File: config.mk
export PLATFORM = sky130hd
export DESIGN_NAME = multdiv
export DESIGN_NICKNAME = d
export VERILOG_FILES = /design/src/rtl/multdiv_pkg.sv /design/src/rtl/multdiv.sv
export SDC_FILE = /design/constraint.sdc
export NUM_CORES = 1
export LEC_CHECK = 0
export ABC_AREA = 0
export CELL_PAD_IN_SITES_DETAIL_PLACEMENT = 2
export CELL_PAD_IN_SITES_GLOBAL_PLACEMENT = 2
export CORE_ASPECT_RATIO = 0.9
export CORE_UTILIZATION = 35
export CTS_CLUSTER_DIAMETER = 50
export CTS_CLUSTER_SIZE = 8
export DETAILED_ROUTE_END_ITERATION = 6
export PLACE_DENSITY_LB_ADDON = 0.1
export SYNTH_ARGS = -nofsm -noshare
export SYNTH_HDL_FRONTEND = slang
export SYNTH_SLANG_ARGS = --single-unit
File: constraint.sdc
create_clock -name clk -period 11.1 [get_ports clk]
set_input_delay 1.665 -clock clk [delete_from_list [all_inputs] [get_ports clk]]
set_output_delay 1.665 -clock clk [all_outputs]
set_load 0.02 [all_outputs]
File: src/rtl/multdiv_pkg.sv
// Shared types for the integer execute cluster: word widths, ALU function codes
// and the multiply/divide op encoding.
package multdiv_pkg;

  localparam int XLEN = 32;

  typedef logic [XLEN-1:0]   word_t;
  typedef logic [2*XLEN-1:0] dword_t;

  typedef enum logic [1:0] {
    OP_MULT  = 2'd0,
    OP_MULTU = 2'd1,
    OP_DIV   = 2'd2,
    OP_DIVU  = 2'd3
  } md_op_e;

  typedef enum logic [3:0] {
    ALU_ADD  = 4'd0,
    ALU_SUB  = 4'd1,
    ALU_AND  = 4'd2,
    ALU_OR   = 4'd3,
    ALU_XOR  = 4'd4,
    ALU_NOR  = 4'd5,
    ALU_SLT  = 4'd6,
    ALU_SLTU = 4'd7,
    ALU_SLL  = 4'd8,
    ALU_SRL  = 4'd9,
    ALU_SRA  = 4'd10,
    ALU_LUI  = 4'd11
  } alu_func_e;

  function automatic logic op_is_signed(input md_op_e op);
    return (op == OP_MULT) || (op == OP_DIV);
  endfunction

endpackage

File: src/rtl/multdiv.sv
// Iterative 32-bit multiply/divide: one radix-2 step per cycle over 32 cycles,
// signed ops run on magnitudes and get their signs fixed on the last step.
module multdiv
  import multdiv_pkg::*;
(
  input  logic        clk,
  input  logic        reset,
  input  logic        in_valid,
  output logic        in_ready,
  input  logic [1:0]  op,
  input  logic [31:0] a,
  input  logic [31:0] b,
  input  logic        flush,
  output logic        done,
  output logic [31:0] hi,
  output logic [31:0] lo
);

  localparam logic [1:0] S_IDLE = 2'd0;
  localparam logic [1:0] S_BUSY = 2'd1;
  localparam logic [1:0] S_DONE = 2'd2;

  logic [1:0] state_q, state_d;
  logic [4:0] cnt_q, cnt_d;
  md_op_e     op_q, op_d;
  word_t      a_q, a_d, b_q, b_d;
  word_t      hi_q, hi_d, lo_q, lo_d;
  dword_t     acc_q, acc_d;

  md_op_e     in_op;
  logic       is_div, a_neg, b_neg;
  word_t      mag_a_in, mag_b;
  logic [32:0] add_sum, rem_sh, sub_diff;
  dword_t     acc_step, prod;
  word_t      quo, rem;

  assign in_op    = md_op_e'(op);
  assign in_ready = (state_q == S_IDLE);
  assign done     = (state_q == S_DONE);
  assign hi       = hi_q;
  assign lo       = lo_q;

  // One shift-add or restoring shift-subtract step on the accumulator.
  always_comb begin
    is_div   = (op_q == OP_DIV) || (op_q == OP_DIVU);
    a_neg    = op_is_signed(op_q) && a_q[31];
    b_neg    = op_is_signed(op_q) && b_q[31];
    mag_b    = b_neg ? (~b_q + 32'd1) : b_q;
    mag_a_in = (op_is_signed(in_op) && a[31]) ? (~a + 32'd1) : a;
    add_sum  = {1'b0, acc_q[63:32]} + {1'b0, mag_b};
    rem_sh   = acc_q[63:31];
    sub_diff = rem_sh - {1'b0, mag_b};
    if (is_div)
      acc_step = sub_diff[32] ? {rem_sh[31:0], acc_q[30:0], 1'b0}
                              : {sub_diff[31:0], acc_q[30:0], 1'b1};
    else
      acc_step = acc_q[0] ? {add_sum, acc_q[31:1]}
                          : {1'b0, acc_q[63:32], acc_q[31:1]};
    prod = (a_neg ^ b_neg) ? (~acc_step + 64'd1) : acc_step;
    quo  = (a_neg ^ b_neg) ? (~acc_step[31:0] + 32'd1) : acc_step[31:0];
    rem  = a_neg ? (~acc_step[63:32] + 32'd1) : acc_step[63:32];
  end

  always_comb begin
    state_d = state_q;
    cnt_d   = cnt_q;
    op_d    = op_q;
    a_d     = a_q;
    b_d     = b_q;
    acc_d   = acc_q;
    hi_d    = hi_q;
    lo_d    = lo_q;
    case (state_q)
      S_IDLE: begin
        if (in_valid && !flush) begin
          state_d = S_BUSY;
          cnt_d   = 5'd0;
          op_d    = in_op;
          a_d     = a;
          b_d     = b;
          acc_d   = {32'd0, mag_a_in};
        end
      end
      S_BUSY: begin
        if (flush) begin
          state_d = S_IDLE;
          cnt_d   = 5'd0;
        end else begin
          acc_d = acc_step;
          cnt_d = cnt_q + 5'd1;
          if (cnt_q == 5'd31) begin
            state_d = S_DONE;
            if (!is_div) begin
              hi_d = prod[63:32];
              lo_d = prod[31:0];
            end else if (b_q == 32'd0) begin
              // Divide by zero: quotient all ones, remainder is the dividend.
              hi_d = a_q;
              lo_d = 32'hFFFF_FFFF;
            end else begin
              hi_d = rem;
              lo_d = quo;
            end
          end
        end
      end
      default: state_d = S_IDLE;
    endcase
  end

  always_ff @(posedge clk or posedge reset) begin
    if (reset) begin
      state_q <= S_IDLE;
      cnt_q   <= 5'd0;
      op_q    <= OP_MULT;
      a_q     <= '0;
      b_q     <= '0;
      acc_q   <= '0;
      hi_q    <= '0;
      lo_q    <= '0;
    end else begin
      state_q <= state_d;
      cnt_q   <= cnt_d;
      op_q    <= op_d;
      a_q     <= a_d;
      b_q     <= b_d;
      acc_q   <= acc_d;
      hi_q    <= hi_d;
      lo_q    <= lo_d;
    end
  end

endmodule

# --- Yosys cells after proc, flatten, opt, wreduce, memory -nomap -nowiden ---
# Index checks and enable logic that the tools add are counted.
# W data, S select, Z words.
classes:
  addsub: 8
  eq_ne: 9
  n_mux: 22
  n_bitwise: 7
  n_reduce_logical: 18
op_table:
  columns: ["cell", "count"]
  rows:
  - ["$mux W64", 6]
  - ["$mux W32", 8]
  - ["$add A32 B1 Y32 const B", 4]
  - ["$not A32 Y32", 4]
  - ["$pmux W64 S2", 1]
  - ["$add A64 B1 Y64 const B", 1]
  - ["$not A64 Y64", 1]
  - ["$add A32 B32 Y33", 1]
  - ["$sub A33 B32 Y33", 1]
  - ["$logic_not A32 Y1", 1]
  - ["$mux W5", 2]
  - ["$pmux W5 S2", 1]
  - ["$eq A2 B2 Y1 const B", 4]
  - ["$logic_not A2 Y1", 3]
  - ["$mux W2", 3]
  - ["$reduce_and A2 Y1", 3]
  - ["$reduce_and A3 Y1", 2]
  - ["$add A5 B1 Y5 const B", 1]
  - ["$eq A5 B5 Y1 const B", 1]
  - ["$logic_and A1 B1 Y1", 4]
  - ["$pmux W2 S2", 1]
  - ["$logic_or A1 B1 Y1", 3]
  - ["$ne A3 B3 Y1 const B", 1]
  - ["$eq A2 B1 Y1 const B", 1]
  - ["6 further kinds", 6]
totals:
  regBits: 201
  in_bits: 70
  output_inout_bits: 66
  wordCells: 72

# --- Logic depth before layout (Yosys ltp) ---
logic_depth:
  depth_word: 12
  ltp_mapped: 33
  ltp_nobuf: 31

# --- Worst setup path after synthesis ---
# Ideal clock, no wire load.
synth_timing:
  path_kind: "register -> register"
  startpoint: "register b_q[5]"
  endpoint: "register hi_q[30] (netlist: hi[30])"
  setup_ns: 0.126
  t_arrival_ns: 6.492
  slack_ns: 4.482
  path_stages_with_launch: 32
  n_path_buf: 3
  period_less_slack_ns: 6.618
  path_cell_list: "dfrtp_1 > nor4_1 > nor3b_1 > nand2_1 > nand2_1 > a21bo_2 > nor2_1 > o21ai_0 > nand2b_1 > xor2_1 > inv_1 > ha_1 > clkbuf_1 > nand4_1 > o21bai_1 > o21ai_2 > or3_1 > buf_4 > nand2_2 > a21oi_1 > ha_1 > o211ai_1 > nand2b_1 > nor2_1 > inv_1 > or3_1 > nor2b_1 > clkbuf_1 > nand3_1 > o41ai_1 > xor2_1 > a221o_1"
synth_via:
  elab_chain_cells: 11
  elab_cells_between_ends: 17
synth_rtl:
  columns: ["item", "line_no", "text"]
  rows:
  - ["start, declared", "multdiv.sv:26", "word_t a_q, a_d, b_q, b_d;"]
  - ["start signal, assigned", "multdiv.sv:117", "b_q <= '0;"]
  - ["start signal, assigned", "multdiv.sv:126", "b_q <= b_d;"]
  - ["$not A32 Y32", "multdiv.sv:48", "mag_b = b_neg ? (~b_q + 32'd1) : b_q;"]
  - ["$add A32 B1 Y32", "multdiv.sv:48", null]
  - ["$mux W32", "multdiv.sv:48", null]
  - ["$sub A33 B32 Y33 / $add A32 B32 Y33 (equally long branches)", "multdiv.sv:52, multdiv.sv:50", null]
  - ["$mux W64, on equally long branches", "multdiv.sv:54, multdiv.sv:57", null]
  - ["$mux W64", "multdiv.sv:53", "if (is_div)"]
  - ["$not A32 Y32", "multdiv.sv:61", "rem = a_neg ? (~acc_step[63:32] + 32'd1) : acc_step[63:32];"]
  - ["$add A32 B1 Y32", "multdiv.sv:61", null]
  - ["$mux W32", "multdiv.sv:61", null]
  - ["$mux W32", "multdiv.sv:96", "end else if (b_q == 32'd0) begin"]
  - ["$mux W32 (*)", "multdiv.sv:93", "if (!is_div) begin"]
  - ["end signal, assigned", "multdiv.sv:128", "hi_q <= hi_d;"]
  - ["end, declared", "multdiv.sv:27", "word_t hi_q, hi_d, lo_q, lo_d;"]
# Every way passes the cells marked *; elsewhere a longest branch is shown, timed or not.
# A chain may end at the register's enable or synchronous reset.

# --- Worst setup path in the final report ---
# Same ends and word-level chain as after synthesis.

==> results.sh <==
export IMPL_rrSetupSlack_ps=2370
export IMPL_worst_slew_pin_transition_ps=1280
export IMPL_htreeDepth=2
export IMPL_syn_instance_count=2182
export IMPL_synth_edf_count=0
export IMPL_start_kind="flop"
export IMPL_yosys_area_share_simple=0.195
export IMPL_syn_to_final_growth_pct=18.2
export IMPL_synth_area_top_cells="dfrtp_1 (28%), a21oi_1 (5.8%), o21ai_0 (5.3%)"
export IMPL_drc=0
export IMPL_drtPass1Iterations=5
export IMPL_nets=2409
export IMPL_r2r_start="b_q[5]"
export IMPL_clock_sinks=201
export IMPL_cts_clk_slew_worst_paths_ps=50
export IMPL_crit_arrival_ps=9150
export IMPL_total_power_uw=6820
export IMPL_synth_mux_area_frac=0.0677
export IMPL_setup_ws_ps=2370
export IMPL_fmax_mhz=115
export IMPL_dp_hpwl_um=61900
export IMPL_core_area_mm2=0.0494
export IMPL_finalCritPeriodShare=0.786
export IMPL_finClkSkew_ps=25.6
export IMPL_worstReg2RegEnd="hi[30]"
export IMPL_cts_tree="done"
export IMPL_dieArea_mm2=0.0513
export IMPL_final_common_cell="a21oi_1"
export IMPL_grt_pass1_wl_um=122000
export IMPL_detail_route_wl_per_cell_um=27.1
export IMPL_cts_made_buffers=37
export IMPL_grt_antenna_before_repair=1
export IMPL_cts_root_buf="clkbuf_16"
export IMPL_clk_latency_ps=550
export IMPL_ys_ff_latch=201
export IMPL_power_leakage_uw=0.00856
export IMPL_drv_slew=0
export IMPL_r2r_cells=29
export IMPL_grt_use_total=0.313
export IMPL_cp_data_required_time_ps=11530
export IMPL_ctsHoldBuffers=0
export IMPL_critical_path_max_fanout=9
export IMPL_critical_path_class="reg2reg"
export IMPL_maxCapViolCount=0
export IMPL_drive_above_1_share=0.101
export IMPL_antenna_left=0
export IMPL_period_needed_ps=8730
export IMPL_final_cell_mix="a21oi_1 (204), dfrtp_1 (200), nor2_1 (199), o21ai_0 (188), nand2_1 (187)"
export IMPL_n_fill_cell=5584
export IMPL_gp_congestion=0.933
export IMPL_grt_max_degree=83
export IMPL_holdPathEnd="hi[6]"
export IMPL_numPortBuffers=135
export IMPL_finalSetupTns_ps=0
export IMPL_rsz0062_at_grt="no"
export IMPL_globalRouteOverflowTotal=0
export IMPL_power_density_mw_per_mm2=327
export IMPL_ys_types=103
export IMPL_status="finished clean"
export IMPL_synth_top_cell_by_area="dfrtp_1"
export IMPL_yosysWarnings=0
export IMPL_row_count=77
export IMPL_cp_slowest_stage_delay_ps=580
export IMPL_synth_seq_area_share=0.285
export IMPL_fp_dieH_um=215
export IMPL_post_place_ws_ps=2600
export IMPL_async_reset_ff_frac=1.00
export IMPL_synth_top_family_by_area="compound AO/OA/AOI/OAI gates"
export IMPL_cts_resized_gates=0
export IMPL_synth_top_cell_area_share=0.285
export IMPL_cts_setup_buffers=0
export IMPL_maxSlewHeadroom=0.137
export IMPL_cp_slowest_cell="or3_1"
export IMPL_peakVddDrop_v=0.000160
export IMPL_vias=18200
export IMPL_hold_viol=0
export IMPL_dieWidth_um=239
export IMPL_clockBufferDepth=3
export IMPL_hold_depth=2
export IMPL_grt_pass1_vias=19400
export IMPL_hold_class="reg2reg"
export IMPL_ios=136
export IMPL_setup_viol=0
export IMPL_wl_um=80200
export IMPL_crit_top_cell="nand2_1"
export IMPL_syn_area_per_cell_um2=8.09
export IMPL_endpoint_kind="flop"
export IMPL_synthAdderAreaFrac=0.0519
export IMPL_syn_num_nets=2324
export IMPL_drtIter0Drc=1166
export IMPL_synth_compound_area_share=0.273
export IMPL_min_from="hi[6]"
export IMPL_start_util=0.357
export IMPL_vias_per_cell=6.16
export IMPL_syn_area_mm2=0.0177
export IMPL_ys_flop_type="dfrtp_1"
export IMPL_synthXorXnorAreaFrac=0.0814
-- kinds of logic (layout without fill, tap and decap cells) --
kind of cell,Yosys count,in the layout
xor+xnor,164,164
buf+inv,198,303
flops,201,201
mux,110,110
fa+ha+maj,72,72
compound gates,741,741
simple gates,696,696
other cells,0,1
-- cell type report --
type	count	area, µm²	share of cell area
diodes	1	2.50	0.000120
clock inverters	13	229	0.0110
clock buffers	46	1010	0.0484
flip-flops and latches	201	5030	0.241
repair buffers	171	1620	0.0777
inverters	73	282	0.0135
well taps	671	840	0.0402
multi-input cells	1783	11800	0.568
-- how the worst max path moves through the flow --
stage	start	to	slack, ps
floorplan	reset	a_q[0]	3950
global placement	b_q[5]	hi[30]	2980
detailed placement	b_q[5]	hi[30]	2600
CTS	b_q[5]	hi[30]	2470
global route	b_q[5]	hi[30]	1700
finish	b_q[5]	hi[30]	2370
-- critical path, delay by kind of cell, from the launching register on --
family	cells	cell delay [ps]
buffers and inverters	3	420
AO/OA/AOI/OAI	9	2790
AND/OR/NAND/NOR	13	3820
flip-flops	1	410
adder cells (fa/ha/maj)	2	690
XOR/XNOR	2	440
-- power breakdown --
group,switching [µW],internal (µW),leakage (µW)
combinational,2980,1520,0.00537
clock,415,777,0.000607
sequential,253,876,0.00258
-- flip-flops by register name (all words and copies together), names as in the netlist --
signal	count
acc_q	64
b_q	32
cnt_q	5
a_q	32
lo	32
state_q	2
op_q	2
hi	32
-- metal layers --
metal	GRT usage	vias up	wire [µm]
li1	-	8193	-
met1	0.447	9415	38200
met2	0.475	505	34700
met3	0.0602	121	5230
met4	0.0868	2	2090
met5	0	-	20
-- metrics by stage --
stage / instances / hold slack (ps) / instance area (µm²) / util
after floorplan: 2182 / 442 / 17700 / -
after global routing: 2958 / 517 / 20900 / 0.422
after detailed placement: 2899 / 478 / 19600 / 0.397
final: 2959 / 480 / 20900 / 0.422
after global placement: 2899 / 462 / 19600 / 0.397
after CTS: 2958 / 488 / 20900 / 0.422
-- cells in the mapped netlist (13+ instances only) --
library cell,n
xnor2_1,87
nor2b_1,20
o21ai_0,188
a21oi_1,205
a31oi_1,45
and2_1,13
ha_1,70
nand4_1,29
and3_1,18
o211ai_1,26
nor3_1,53
clkbuf_1,89
a21o_1,35
o31ai_1,23
nor4_1,20
mux2i_1,35
a22o_1,25
o21a_1,19
inv_1,72
xor2_1,77
nor2_1,201
nand2_1,187
mux2_2,75
a211oi_1,28
or3_1,28
nand3_1,36
dfrtp_1,201
nand2b_1,32
buf_2,20
Power figures use the tool's default switching activity.
